==> config.mk <==
export PLATFORM = sky130hd
export DESIGN_NAME = seg_scan_driver
export DESIGN_NICKNAME = d
export VERILOG_FILES = /design/src/rtl/seg_pkg.sv /design/src/rtl/bin2bcd_seq.sv /design/src/rtl/seg_scan_driver.sv
export SDC_FILE = /design/constraint.sdc
export NUM_CORES = 1
export LEC_CHECK = 0
export ABC_AREA = 1
export CORE_MARGIN = 1
export CORE_UTILIZATION = 30
export CTS_CLUSTER_SIZE = 8
export DETAILED_ROUTE_END_ITERATION = 10
export GPL_TIMING_DRIVEN = 1
export PLACE_DENSITY_LB_ADDON = 0.08
export SYNTH_ARGS = -nofsm -noshare
export SYNTH_HDL_FRONTEND = slang
export SYNTH_SLANG_ARGS = --single-unit
==> constraint.sdc <==
create_clock -name clk -period 2.44 [get_ports clk]
set_clock_uncertainty 0.15 [all_clocks]
set_input_delay 0.732 -clock clk [delete_from_list [all_inputs] [get_ports clk]]
set_output_delay 0.732 -clock clk [all_outputs]
set_load 0.01 [all_outputs]
==> src/rtl/seg_pkg.sv <==
// Shared types and constants for the 4-digit scanned 7-segment display path.
// Contents:
//   bcd_t          - one packed BCD digit
//   conv_state_t   - binary-to-BCD conversion FSM states
//   MAX_DISP       - largest value the display can show
//   N_DIGITS       - number of multiplexed digits
//   dabble_shift() - one double-dabble step: add-3 correction, then shift in one bit
package seg_pkg;

    typedef logic [3:0] bcd_t;

    typedef enum logic [1:0] {
        IDLE,
        SHIFT,
        LOAD
    } conv_state_t;

    localparam int unsigned MAX_DISP = 9999;
    localparam int unsigned N_DIGITS = 4;

    // Every nibble >= 5 gets +3 so that the following left shift carries into the
    // next decimal digit. The bit shifted out of the top is always 0 for values
    // that fit in four digits, so the truncating cast is harmless.
    function automatic logic [15:0] dabble_shift(input logic [15:0] bcd, input logic in_bit);
        logic [15:0] adj;
        for (int i = 0; i < 4; i++) begin
            adj[4*i +: 4] = (bcd[4*i +: 4] >= 4'd5) ? bcd[4*i +: 4] + 4'd3 : bcd[4*i +: 4];
        end
        return 16'({adj, in_bit});
    endfunction

endpackage

==> src/rtl/bin2bcd_seq.sv <==
// Sequential double-dabble binary-to-BCD converter.
// One conversion takes 1 cycle in IDLE (start accepted), BIN_W cycles in SHIFT
// and 1 cycle in LOAD; `done` is high during the LOAD cycle, when `bcd` holds
// the finished result.
// Ports:
//   clk    in   system clock
//   rst_n  in   asynchronous active-low reset
//   start  in   begin a conversion of `bin` (only honoured in IDLE)
//   bin    in   BIN_W-bit binary value, expected <= 9999
//   busy   out  high from the cycle after start through the LOAD cycle
//   done   out  one-cycle pulse, result valid on `bcd`
//   bcd    out  packed 4-digit BCD scratch/result register
module bin2bcd_seq
    import seg_pkg::*;
#(
    parameter int unsigned BIN_W = 14
) (
    input  logic             clk,
    input  logic             rst_n,
    input  logic             start,
    input  logic [BIN_W-1:0] bin,
    output logic             busy,
    output logic             done,
    output logic [15:0]      bcd
);

    localparam int unsigned CNT_W = $clog2(BIN_W + 1);

    conv_state_t      state;
    logic [BIN_W-1:0] bin_sr;
    logic [15:0]      scratch;
    logic [CNT_W-1:0] shift_cnt;
    logic [15:0]      scratch_next;

    always_comb begin
        scratch_next = dabble_shift(scratch, bin_sr[BIN_W-1]);
    end

    always_ff @(posedge clk or negedge rst_n) begin
        if (!rst_n) begin
            state     <= IDLE;
            bin_sr    <= '0;
            scratch   <= '0;
            shift_cnt <= '0;
            busy      <= 1'b0;
            done      <= 1'b0;
        end else begin
            done <= 1'b0;
            case (state)
                IDLE: begin
                    if (start) begin
                        bin_sr    <= bin;
                        scratch   <= '0;
                        shift_cnt <= '0;
                        busy      <= 1'b1;
                        state     <= SHIFT;
                    end
                end
                SHIFT: begin
                    scratch   <= scratch_next;
                    bin_sr    <= bin_sr << 1;
                    shift_cnt <= shift_cnt + 1'b1;
                    if (shift_cnt == CNT_W'(BIN_W - 1)) begin
                        done  <= 1'b1;
                        state <= LOAD;
                    end
                end
                LOAD: begin
                    busy  <= 1'b0;
                    state <= IDLE;
                end
                default: begin
                    busy  <= 1'b0;
                    state <= IDLE;
                end
            endcase
        end
    end

    assign bcd = scratch;

endmodule

==> src/rtl/seg_scan_driver.sv <==
// Score display front end: clamps and converts a binary value to BCD, keeps
// the last completed result in a display register, and time-multiplexes the
// four digits onto one BCD nibble plus active-low anode enables.
// Build option: define LEAD_ZERO_BLANK_EN to darken digits above the most
// significant nonzero digit (the ones digit is always lit).
// Ports:
//   clk        in   system clock
//   rst_n      in   asynchronous active-low reset
//   value      in   binary value to display (clamped to 9999)
//   value_vld  in   one-cycle strobe qualifying `value`
//   busy       out  conversion in progress
//   bcd_digit  out  BCD nibble for the current digit slot
//   an         out  active-low anode enables, an[0] = ones digit
module seg_scan_driver
    import seg_pkg::*;
#(
    parameter int unsigned REFRESH_DIV = 100_000,
    parameter int unsigned BIN_W       = 14
) (
    input  logic             clk,
    input  logic             rst_n,
    input  logic [BIN_W-1:0] value,
    input  logic             value_vld,
    output logic             busy,
    output bcd_t             bcd_digit,
    output logic [3:0]       an
);

    localparam int unsigned RCNT_W = $clog2(REFRESH_DIV);

    logic [BIN_W-1:0]  value_clamped;
    logic              pend_vld;
    logic [BIN_W-1:0]  pend_val;
    logic              conv_start;
    logic [BIN_W-1:0]  conv_bin;
    logic              conv_busy;
    logic              conv_done;
    logic [15:0]       conv_bcd;
    logic [15:0]       display_q;
    logic [RCNT_W-1:0] refresh_cnt;
    logic [1:0]        slot_q;
    logic [3:0]        an_d;
    bcd_t              digit_d;

    always_comb begin
        value_clamped = (32'(value) > MAX_DISP) ? BIN_W'(MAX_DISP) : value;
    end

    // A fresh strobe in IDLE beats a stale pending value (latest wins).
    always_comb begin
        conv_start = !conv_busy && (value_vld || pend_vld);
        conv_bin   = value_vld ? value_clamped : pend_val;
    end

    // Strobes during a conversion (LOAD cycle included) park here.
    always_ff @(posedge clk or negedge rst_n) begin
        if (!rst_n) begin
            pend_vld <= 1'b0;
            pend_val <= '0;
        end else if (value_vld && conv_busy) begin
            pend_vld <= 1'b1;
            pend_val <= value_clamped;
        end else if (conv_start) begin
            pend_vld <= 1'b0;
        end
    end

    bin2bcd_seq #(
        .BIN_W (BIN_W)
    ) u_bin2bcd (
        .clk   (clk),
        .rst_n (rst_n),
        .start (conv_start),
        .bin   (conv_bin),
        .busy  (conv_busy),
        .done  (conv_done),
        .bcd   (conv_bcd)
    );

    assign busy = conv_busy;

    // Only a completed conversion ever reaches the display.
    always_ff @(posedge clk or negedge rst_n) begin
        if (!rst_n) begin
            display_q <= 16'h0000;
        end else if (conv_done) begin
            display_q <= conv_bcd;
        end
    end

    always_ff @(posedge clk or negedge rst_n) begin
        if (!rst_n) begin
            refresh_cnt <= '0;
            slot_q      <= 2'd0;
        end else if (refresh_cnt == RCNT_W'(REFRESH_DIV - 1)) begin
            refresh_cnt <= '0;
            slot_q      <= slot_q + 2'd1;
        end else begin
            refresh_cnt <= refresh_cnt + 1'b1;
        end
    end

`ifdef LEAD_ZERO_BLANK_EN
    logic [1:0] msd;

    // Index of the most significant nonzero digit; 0 when the value is 0.
    always_comb begin
        msd = 2'd0;
        for (int i = 1; i < int'(N_DIGITS); i++) begin
            if (display_q[4*i +: 4] != 4'd0) begin
                msd = 2'(i);
            end
        end
    end
`endif

    always_comb begin
        an_d    = ~(4'b0001 << slot_q);
        digit_d = display_q[{slot_q, 2'b00} +: 4];
`ifdef LEAD_ZERO_BLANK_EN
        if (slot_q > msd) begin
            an_d = 4'b1111;
        end
`endif
    end

    always_ff @(posedge clk or negedge rst_n) begin
        if (!rst_n) begin
            an        <= 4'b1111;
            bcd_digit <= 4'd0;
        end else begin
            an        <= an_d;
            bcd_digit <= digit_d;
        end
    end

endmodule
==> results by group, run 1 <==
Floorplanning
  – Chip Height: 127 µm
  – Area of the core: 15300 µm²
  – Chip Width: 127 µm
  – Row Count: 45
  – Initial standard-cell utilization of the core: 0.309
  – Io pins: 26
  – Area of the die: 16200 µm²

Clocking
  – Clock net sink count: 96
  – CTS Hold Buffers Added: 0
  – Num CTS Buffers: 9
  – Clock latency at the later pin of the worst-skew pair: 350 ps
  – CTS H-Tree Depth: 3
  – Count of cells resized by post-cts repair: 0
  – Buffer type at the clock tree root: sky130_fd_sc_hd__clkbuf_16
  – Post-CTS Setup Bufs: 0
  – Clock transition at the registers of the reported paths: 60 ps
  – CTS tree: yes
  – Largest buffer count on any clock path: 2

Synth
  – Simple-Gate Fraction of Synth Area: 0.192
  – Synthesized area per cell: 8.37 µm²
  – Area of the mapped netlist: 4710 µm²
  – Main combinational cell family by area after synthesis: simple AND/OR/NAND/NOR gates
  – Count of state elements after synthesis: 96
  – Cells after synthesis: 563
  – Largest cells by area after synthesis: sky130_fd_sc_hd__dfrtp_1, sky130_fd_sc_hd__nand2_1, sky130_fd_sc_hd__o21ai_0
  – Post-synthesis mux area share: 0
  – Net count after synthesis: 595
  – Number of different library cells in the post-synthesis netlist: 32
  – Cell type with the largest total area after synthesis: sky130_fd_sc_hd__dfrtp_1
  – Share of synthesized area occupied by flip-flops and latches: 0.511
  – Post-synthesis compound-gate area fraction: 0.141
  – XOR/XNOR Fraction of Synth Area: 0.0223
  – Synthesized-area fraction occupied by adder cells: 0.0398
  – Fraction of post-synthesis cell area in the top cell type by area: 0.488
  – Syn. warnings: 0

Route
  – Starting DRT DRC Count: 179
  – Post-detailed-route DRC marker count: 0
  – Routed via count: 3607
  – Via-to-Cell Ratio: 4.48
  – Final wirelength: 9940 µm
  – DR pass1 iterations: 4
  – Antenna Nets Post-Route: 0
  – Routed WL per cell: 12.3 µm

Critical path
  – Data arrival time of the critical path: 1380 ps
  – Critical path endpoint category: output port
  – WP buf/inv: 1
  – Slowest cell delay on critical path: 520 ps
  – Critical Path RT: 1560 ps
  – Kind of cell adding the most delay to the critical path: buffers and inverters
  – Worst path cell trace: clkdlybuf4s50_1
  – Critical-path cell with the highest stage delay: sky130_fd_sc_hd__clkdlybuf4s50_1
  – Worst setup path category: reg -> out
  – Peak fanout along the critical path: 1
  – Kind of start point of the critical path: flop

GRT
  – Initial antenna violation count: 0
  – Largest net degree at the start of global routing: 48
  – First-pass GRT wire length: 17300 µm
  – Overall Global Routing Usage: 0.138
  – Number of global-route vias before repair: 3648
  – Total overflow reported by the global router: 0

Place
  – Pre-CTS setup slack: 116 ps
  – Inst Count DP: 790
  – Standard cell area after detailed placement: 5200 µm²
  – Number of buffers added on ports: 25
  – HPWL after detailed placement: 7060 µm
  – Final estimated routing congestion in global placement: 0.763

STA
  – Setup ws final: 182 ps
  – FMAX: 443 MHz
  – Hold Vio Cnt, Final: 0
  – Slew @ Worst Pin: 707 ps
  – Final-layout setup total negative slack: 0 ps
  – Final critical path time including I/O delays and setup: 2260 ps
  – RSZ-0062 raised after global routing: no
  – Final cycle utilization of the critical path: 0.925
  – Setup violators final: 0
  – Number of pins exceeding their max-slew limit in the final report: 0
  – Remaining max-slew budget at the tightest pin: 0.527
  – Minimum hold slack: 165 ps

Final layout
  – Commonest non-fill, non-tap cell in the layout: sky130_fd_sc_hd__nand2_1
  – # diodes: 0
  – Number of fillers in the final layout: 1622
  – Commonest cells after routing, fill and taps aside: sky130_fd_sc_hd__nand2_1, sky130_fd_sc_hd__dfrtp_1, sky130_fd_sc_hd__inv_1
  – Layout Nets: 622
  – Area growth from synthesis to layout: 16.0%
  – Layout cells sized above 1: 0.0723
  – Final standard cell count with taps included and fillers excluded: 806
  – Final cell area excluding filler cells: 5470 µm²
  – Post-layout util: 0.358

Pwr
  – Post-layout total power: 5.71 mW
  – Largest voltage drop on the vdd net: 0.394 mV
  – Leakage power of the design: 2.65 nW
  – P per Cell Area: 1040 nW/µm²

Run status
  – Outcome: completed

Min path
  – Hold/Removal Path Class: in -> async

Run
  – Count of max-cap constraint violations: 0
## path summary, 6_finish.rpt
check	cells past startpoint	endpoint	slack, ps	from
setup / recovery	1	an[2]	180	an[2]
hold / removal	1	display_q[15]	160	rst_n
setup reg to reg	6	u_bin2bcd.bcd[9]	620	u_bin2bcd.bcd[8]
hold reg to reg	1	refresh_cnt[0]	310	refresh_cnt[0]
max in group asynchronous	2	u_bin2bcd.bin_sr[13]	1330	rst_n
min in group clk	1	refresh_cnt[0]	310	refresh_cnt[0]
## power by group
part	internal, mW	switching, mW	total (mW)
clock network	0.721	0.596	1.32
registers	2.10	0.300	2.40
logic	0.775	1.22	1.99
## synthesized netlist by cell type
master / count
sky130_fd_sc_hd__a21oi_1: 34
sky130_fd_sc_hd__a21oi_2: 1
sky130_fd_sc_hd__a31oi_1: 3
sky130_fd_sc_hd__buf_2: 5
sky130_fd_sc_hd__buf_4: 1
sky130_fd_sc_hd__buf_6: 6
sky130_fd_sc_hd__clkbuf_1: 4
sky130_fd_sc_hd__clkbuf_2: 1
sky130_fd_sc_hd__clkinv_1: 1
sky130_fd_sc_hd__dfrtp_1: 92
sky130_fd_sc_hd__dfstp_2: 4
sky130_fd_sc_hd__ha_1: 15
sky130_fd_sc_hd__inv_1: 79
sky130_fd_sc_hd__inv_2: 3
sky130_fd_sc_hd__inv_6: 1
sky130_fd_sc_hd__nand2_1: 103
sky130_fd_sc_hd__nand2_2: 7
sky130_fd_sc_hd__nand3_1: 23
sky130_fd_sc_hd__nand4_1: 4
sky130_fd_sc_hd__nand4_2: 1
sky130_fd_sc_hd__nor2_1: 68
sky130_fd_sc_hd__nor2_2: 3
sky130_fd_sc_hd__nor2_4: 2
sky130_fd_sc_hd__nor3_1: 1
sky130_fd_sc_hd__nor4_4: 1
sky130_fd_sc_hd__o21ai_0: 67
sky130_fd_sc_hd__o21ai_1: 3
sky130_fd_sc_hd__o21bai_1: 3
sky130_fd_sc_hd__o221ai_1: 1
sky130_fd_sc_hd__o22ai_1: 14
sky130_fd_sc_hd__xnor2_1: 1
sky130_fd_sc_hd__xor2_1: 11
## cell families after synthesis
group,Yosys count
DFF,96
AOI/OAI and AO/OA,126
and+or+nand+nor,213
buffers and inverters,101
xor gates and xnor gates,12
adders and majority gates,15
## routing by layer
layer	GRT usage	share of wire	up-vias
met1	0.182	0.51	1683
met3	0.0335	0.031	13
met4	0.0623	0.020	0
li1	-	-	1855
met5	0	0	-
met2	0.213	0.44	56
## worst register-to-register path, stage by stage (launching register included)
cell and delay (ps):
sky130_fd_sc_hd__dfrtp_1 420, sky130_fd_sc_hd__inv_1 120, sky130_fd_sc_hd__ha_1 230, sky130_fd_sc_hd__o21ai_0 440
sky130_fd_sc_hd__a21oi_1 110, sky130_fd_sc_hd__o21ai_0 100, sky130_fd_sc_hd__o21ai_0 110
## area by class of cell
| type | count | area, µm² | area share |
|---|---|---|---|
| flip-flops and latches | 96 | 2410 | 0.440 |
| multi-input cells | 366 | 1870 | 0.341 |
| repair buffers | 33 | 345 | 0.0632 |
| inverters | 84 | 320 | 0.0586 |
| well taps | 211 | 264 | 0.0483 |
| clock buffers | 15 | 258 | 0.0472 |
| clock inverters | 1 | 5.00 | 0.000916 |
## registers in the layout, indices dropped and copies added, names as in the netlist
name / count
an: 4
pend_val: 14
bcd_digit: 4
u_bin2bcd.busy: 1
u_bin2bcd.shift_cnt: 4
pend_vld: 1
u_bin2bcd.bcd: 16
u_bin2bcd.state: 2
slot_q: 2
display_q: 16
u_bin2bcd.bin_sr: 14
refresh_cnt: 17
u_bin2bcd.done: 1
(Power assumes the default switching activity.)
==> run 2, diff against run 1 <==
- DONT_BUFFER_PORTS: not set -> 1
==> run 2 against run 1 <==
The flow now finishes with violations (hold timing). Flip-flop and latch count unchanged. Clock-buffer cell count decreased by 6. Sequential power about the same. Worst setup slack improved by 480 ps. Sequential share of layout area increased by 2.3 points. Critical path depth decreased by 1. Via count decreased by 2.2%. Routed wire length decreased by 0.34%.
==> results by group, run 2 (synthesis results as in run 1) <==
Final layout
  – Area growth from synthesis to layout: 10.3%
  – Layout Nets: 593 (-4.7%)
  – Number of fillers in the final layout: 1558 (-3.9%)
  – Final cell area excluding filler cells: 5200 µm² (-4.9%)
  – # diodes: 0 (unchanged)
  – Commonest cells after routing, fill and taps aside: sky130_fd_sc_hd__nand2_1, sky130_fd_sc_hd__dfrtp_1, sky130_fd_sc_hd__inv_1
  – Commonest non-fill, non-tap cell in the layout: sky130_fd_sc_hd__nand2_1
  – Layout cells sized above 1: 0.0760 (+0.00370)
  – Flip-flop count of the largest register, all copies and words added: 17 (unchanged)
  – Reg with most FFs: refresh_cnt

Critical path
  – Setup crit start: an[1]
  – Worst Reg2Reg Path Length in Cells: 5 (-1)
  – Data arrival time of the critical path: 890 ps (-490 ps)
  – Crit path capture: an[1]
  – Worst setup path category: reg -> out
  – Worst reg2reg path endpoint: u_bin2bcd.bin_sr[13]
  – Critical path endpoint category: output port
  – Kind of start point of the critical path: flop
  – Reg2Reg Setup Slack: 690 ps (+70 ps)
  – Critical Path RT: 1560 ps (about the same)
  – Logic depth of the worst path, buffers included: 0 (-1)
  – Critical R2R Launch: u_bin2bcd.state[1]
  – Peak fanout along the critical path: 1 (unchanged)

Route
  – DR pass1 iterations: 4 (unchanged)
  – Starting DRT DRC Count: 218 (+22%)
  – Antenna Nets Post-Route: 0 (unchanged)
  – Routed via count: 3528 (-2.2%)
  – Post-detailed-route DRC marker count: 0 (unchanged)
  – Via-to-Cell Ratio: 4.54 (+1.5%)
  – Final wirelength: 9900 µm (-0.34%)
  – Routed WL per cell: 12.7 µm (+3.4%)

Pwr
  – Largest voltage drop on the vdd net: 0.379 mV (-4.0%)
  – Switching power of the nets: 2.10 mW (-0.51%)
  – Part of the total power dissipated in sequential elements: 0.427 (+0.007)
  – Post-layout total power: 5.65 mW (-0.96%)
  – Leakage power of the design: 2.54 nW (-4.3%)
  – P per Cell Area: 1090 nW/µm² (+4.1%)
  – Int Pwr: 3.55 mW (-1.2%)
  – Combinational power share: 0.320 (-0.029)
  – Part of the total power dissipated in the clock network: 0.252 (+0.021)
  – Proportion of total power due to net switching: 0.372 (+0.00167)

STA
  – Slew @ Worst Pin: 485 ps (-223 ps)
  – Setup ws final: 663 ps (+481 ps)
  – Hold Vio Cnt, Final: 92 (+92)
  – Final cycle utilization of the critical path: 0.728 (-0.197)
  – Remaining max-slew budget at the tightest pin: 0.673 (+0.146)
  – Final critical path time including I/O delays and setup: 1780 ps (-481 ps)
  – Final-layout setup total negative slack: 0 ps (unchanged)
  – FMAX: 563 MHz (+27%)
  – Setup violators final: 0 (unchanged)
  – Number of pins exceeding their max-slew limit in the final report: 0 (unchanged)
  – RSZ-0062 raised after global routing: no
  – Minimum hold slack: -75.8 ps (-241 ps)

Place
  – Standard cell area after detailed placement: 4900 µm² (-5.8%)
  – HPWL after detailed placement: 6560 µm (-7.0%)
  – Number of buffers added on ports: 0 (-100%)
  – Pre-CTS setup slack: 505 ps (+389 ps)
  – Final estimated routing congestion in global placement: 0.772 (+1.1%)

Clocking
  – Count of cells resized by post-cts repair: 0 (unchanged)
  – Largest buffer count on any clock path: 2 (unchanged)
  – Num CTS Buffers: 9 (unchanged)
  – CTS H-Tree Depth: 3 (unchanged)
  – Clock transition at the registers of the reported paths: 70 ps (about the same)
  – CTS tree: yes
  – Clock latency at the later pin of the worst-skew pair: 350 ps (about the same)
  – Clock net sink count: 96 (unchanged)
  – Post-CTS Setup Bufs: 0 (unchanged)
  – Buffer type at the clock tree root: sky130_fd_sc_hd__clkbuf_16

Min path
  – Hold/Removal Path Class: in -> async

Floorplanning
  – Area of the core: 15300 µm² (unchanged)
  – Chip Width: 127 µm (unchanged)
  – Io pins: 26 (unchanged)
  – Row Count: 45 (unchanged)
  – Chip Height: 127 µm (unchanged)
  – Initial standard-cell utilization of the core: 0.309 (unchanged)
  – Area of the die: 16200 µm² (unchanged)

Run
  – Count of max-cap constraint violations: 0 (unchanged)

GRT
  – Overall Global Routing Usage: 0.137 (-0.000335)
  – Largest net degree at the start of global routing: 97 (+100%)
  – Total overflow reported by the global router: 0 (unchanged)
  – Number of global-route vias before repair: 3534 (-3.1%)
  – First-pass GRT wire length: 17400 µm (+0.68%)
  – Initial antenna violation count: 0 (unchanged)

Run status
  – Failing checks: hold timing
  – Outcome: complete, but fails checks
[run 2: changes by cell type in the layout (fill, tap and decap cells not counted), sizes merged]
cell,delta
clkbuf,-6
bufinv,+1
clkinv,+3
buf,-5
clkinvlp,+2
clkdlybuf4s50,-24
[run 2: power by group through the flow]
stage	combinational [mW]	sequential, mW	clock, mW
floorplan	1.49	2.36	0
global placement	1.80	2.44	0
detailed placement	1.83	2.44	0
CTS	1.84	2.42	1.49
global route	2.13	2.49	1.55
finish	1.81	2.41	1.43
[run 2: layout make-up]
type	count	area, µm²	area share
inverter	84	320	0.0616
timing repair buffer	4	42.5	0.00818
sequential	96	2410	0.463
multi-input combinational	366	1870	0.359
clock buffer	9	225	0.0433
tap	211	264	0.0508
clock inverter	7	72.6	0.0140
[run 2: worst min path at each step]
stage	start	end	slack (ps)	depth (start not counted)
2_1_floorplan	refresh_cnt[0]	refresh_cnt[0]	280	1
3_3_place_gp	rst_n	u_bin2bcd.bcd[15]	290	0
3_5_place_dp	rst_n	u_bin2bcd.bcd[14]	290	0
4_1_cts	rst_n	u_bin2bcd.bcd[14]	-100	0
5_1_grt	rst_n	u_bin2bcd.bcd[15]	-110	0
6_report	rst_n	display_q[13]	-80	0
[run 2: layer usage]
| metal | GRT usage | part of all wire | vias to the layer above |
|---|---|---|---|
| met5 | 0 | 0 | - |
| met4 | 0.0441 | 0.012 | 0 |
| met3 | 0.0452 | 0.034 | 8 |
| met2 | 0.206 | 0.45 | 42 |
| met1 | 0.186 | 0.51 | 1676 |
| li1 | - | - | 1802 |
[run 2: per-stage QoR]
| step | cells | utilization | hold WS [ps] |
|---|---|---|---|
| floorplan | 563 | - | 283 |
| global placement | 761 | 0.321 | 291 |
| detailed placement | 761 | 0.321 | 289 |
| CTS | 777 | 0.341 | -99.7 |
| global route | 777 | 0.341 | -111 |
| finish | 777 | 0.341 | -75.8 |
==> run 3, diff against run 2 <==
- clock period: 2.44 -> 1.7 ns (I/O delays scaled with it)
==> run 3 against run 2 <==
Non-clock buffer count is 6 higher. Via count is 0.26% higher. Power is 43% higher. Routed wire length up 0.81%. Critical endpoint is now u_bin2bcd.bcd[2]. Core utilization rose by 0.25 points. Clock-buffer cell count up 7. Sequential power increased by 44%. Highest routed layer unchanged. The run still ends with hold timing left. Register-to-register slack got worse by 540 ps. Critical path type is now reg -> reg.
==> results by group, run 3 (synthesis results as in run 1) <==
Route
  – Starting DRT DRC Count: 113 (-48%)
  – Antenna Nets Post-Route: 0 (unchanged)
  – Routed via count: 3537 (+0.26%)
  – Final wirelength: 9980 µm (+0.81%)
  – Routed WL per cell: 12.7 µm (about the same)
  – Post-detailed-route DRC marker count: 0 (unchanged)
  – Via-to-Cell Ratio: 4.51 (-0.64%)
  – DR pass1 iterations: 4 (unchanged)

Final layout
  – Reg with most FFs: refresh_cnt
  – # diodes: 0 (unchanged)
  – Final cell area excluding filler cells: 5240 µm² (+0.72%)
  – Commonest cells after routing, fill and taps aside: sky130_fd_sc_hd__nand2_1, sky130_fd_sc_hd__dfrtp_1, sky130_fd_sc_hd__inv_1
  – Layout Nets: 600 (+1.2%)
  – Layout cells sized above 1: 0.0838 (+0.00780)
  – Number of fillers in the final layout: 1633 (+4.8%)
  – Post-layout util: 0.343 (+0.00246)
  – Flip-flop count of the largest register, all copies and words added: 17 (unchanged)
  – Area growth from synthesis to layout: 11.1%
  – Final standard cell count with taps included and fillers excluded: 784 (+0.90%)
  – Commonest non-fill, non-tap cell in the layout: sky130_fd_sc_hd__nand2_1

Pwr
  – Part of the total power dissipated in the clock network: 0.236 (-0.016)
  – P per Cell Area: 1540 nW/µm² (+42%)
  – Proportion of total power due to net switching: 0.366 (-0.00610)
  – Switching power of the nets: 2.95 mW (+40%)
  – Int Pwr: 5.12 mW (+44%)
  – Part of the total power dissipated in sequential elements: 0.429 (+0.002)
  – Leakage power of the design: 2.55 nW (+0.46%)
  – Combinational power share: 0.335 (+0.015)
  – Largest voltage drop on the vdd net: 0.541 mV (+43%)
  – Post-layout total power: 8.07 mW (+43%)

Critical path
  – Data arrival time of the critical path: 1620 ps (+730 ps)
  – Slowest cell delay on critical path: 400 ps
  – Worst setup path category: reg -> reg
  – WP buf/inv: 2
  – Critical-path cell with the highest stage delay: sky130_fd_sc_hd__dfrtp_1
  – Critical Path RT: 1770 ps (+210 ps)
  – Critical Path Most Common Cell: sky130_fd_sc_hd__o21ai_0
  – Critical path endpoint category: flop
  – Peak fanout along the critical path: 5 (+4)
  – Kind of cell adding the most delay to the critical path: flip-flops
  – Kind of start point of the critical path: flop
  – Worst path cell trace: inv_1 > ha_1 > o21ai_0 > buf_4 > a21oi_1 > o21ai_0 > o21ai_0

Run
  – Count of max-cap constraint violations: 0 (unchanged)

Clocking
  – Clock latency at the later pin of the worst-skew pair: 340 ps (about the same)
  – CTS tree: yes
  – Largest buffer count on any clock path: 2 (unchanged)
  – Buffer type at the clock tree root: sky130_fd_sc_hd__clkbuf_16
  – Clock transition at the registers of the reported paths: 60 ps (about the same)
  – Num CTS Buffers: 9 (unchanged)
  – Clock net sink count: 96 (unchanged)
  – CTS H-Tree Depth: 3 (unchanged)

Floorplanning
  – Initial standard-cell utilization of the core: 0.309 (unchanged)
  – Area of the core: 15300 µm² (unchanged)
  – Area of the die: 16200 µm² (unchanged)
  – Row Count: 45 (unchanged)
  – Chip Height: 127 µm (unchanged)
  – Io pins: 26 (unchanged)
  – Chip Width: 127 µm (unchanged)

STA
  – Setup violators final: 0 (unchanged)
  – FMAX: 644 MHz
  – Minimum hold slack: -291 ps (-215 ps)
  – Final-layout setup total negative slack: 0 ps (unchanged)
  – Slew @ Worst Pin: 318 ps (-167 ps)
  – Final cycle utilization of the critical path: 0.913
  – RSZ-0062 raised after global routing: no
  – Remaining max-slew budget at the tightest pin: 0.788 (+0.114)
  – Final critical path time including I/O delays and setup: 1550 ps
  – Number of pins exceeding their max-slew limit in the final report: 0 (unchanged)
  – Hold Vio Cnt, Final: 96 (+4.3%)

GRT
  – First-pass GRT wire length: 17600 µm (+0.91%)
  – Largest net degree at the start of global routing: 97 (unchanged)
  – Overall Global Routing Usage: 0.138 (+0.00123)
  – Total overflow reported by the global router: 0 (unchanged)
  – Number of global-route vias before repair: 3521 (-0.37%)
  – Initial antenna violation count: 0 (unchanged)

Place
  – Standard cell area after detailed placement: 4940 µm² (+0.77%)
  – Number of buffers added on ports: 0 (unchanged)
  – HPWL after detailed placement: 6610 µm (+0.66%)
  – Final estimated routing congestion in global placement: 0.775 (+0.40%)
  – Inst Count DP: 766 (+0.66%)

Min path
  – Hold/Removal Path Class: in -> async

Run status
  – Outcome: complete, but fails checks
  – Failing checks: hold timing
-- run 3: per-layer routing --
layer,GRT usage,share of wire,vias to the layer above,routed length (µm)
li1,-,-,1799,-
met1,0.183,0.50,1685,4950
met2,0.217,0.45,46,4510
met3,0.0452,0.040,7,401
met4,0.0378,0.011,0,113
met5,0,0,-,0
-- run 3: timing repair --
| action | CTS | global route |
|---|---|---|
| setup endpoints to repair | 0 | 23 |
| hold endpoints to repair | 96 | 96 |
| resized for setup | 0 | 6 |
| buffers inserted | 0 | 1 |
-- run 3: metrics by stage --
step | hold WS [ps] | worst slack (ps)
after detailed placement | 69.5 | 30.0
after floorplan | 64.4 | 218
after CTS | -310 | 94.4
final | -291 | 148
after global routing | -324 | 2.59
after global placement | 67.7 | 36.6
-- run 3: power groups by stage --
stage | clock (mW) | combinational (mW) | sequential, mW
CTS | 2.00 | 2.73 | 3.47
finish | 1.90 | 2.70 | 3.46
global route | 2.10 | 3.17 | 3.57
detailed placement | 0 | 2.71 | 3.51
floorplan | 0 | 2.14 | 3.39
global placement | 0 | 2.67 | 3.50
-- run 3: layout make-up --
cell class                      instances  area, µm²  share of cell area
Multi-Input combinational cell        366       1870               0.358
Timing Repair Buffer                   10       87.6              0.0167
Sequential cell                        96       2410               0.460
Timing Repair inverter                  1       7.51             0.00143
Inverter                               84        324              0.0619
Tap cell                              211        264              0.0504
Clock buffer                           16        272              0.0519
-- run 3: final timing paths --
| kind | from | end | slack, ps | cells past startpoint |
|---|---|---|---|---|
| setup reg to reg | u_bin2bcd.bcd[0] | u_bin2bcd.bcd[2] | 150 | 7 |
| hold reg to reg | refresh_cnt[0] | refresh_cnt[0] | 320 | 1 |
| setup / recovery | u_bin2bcd.bcd[0] | u_bin2bcd.bcd[2] | 150 | 7 |
| hold / removal | rst_n | u_bin2bcd.bcd[15] | -290 | 0 |
| min in group clk | value[13] | pend_val[13] | 140 | 2 |
| max in group asynchronous | rst_n | an[3] | 1500 | 0 |
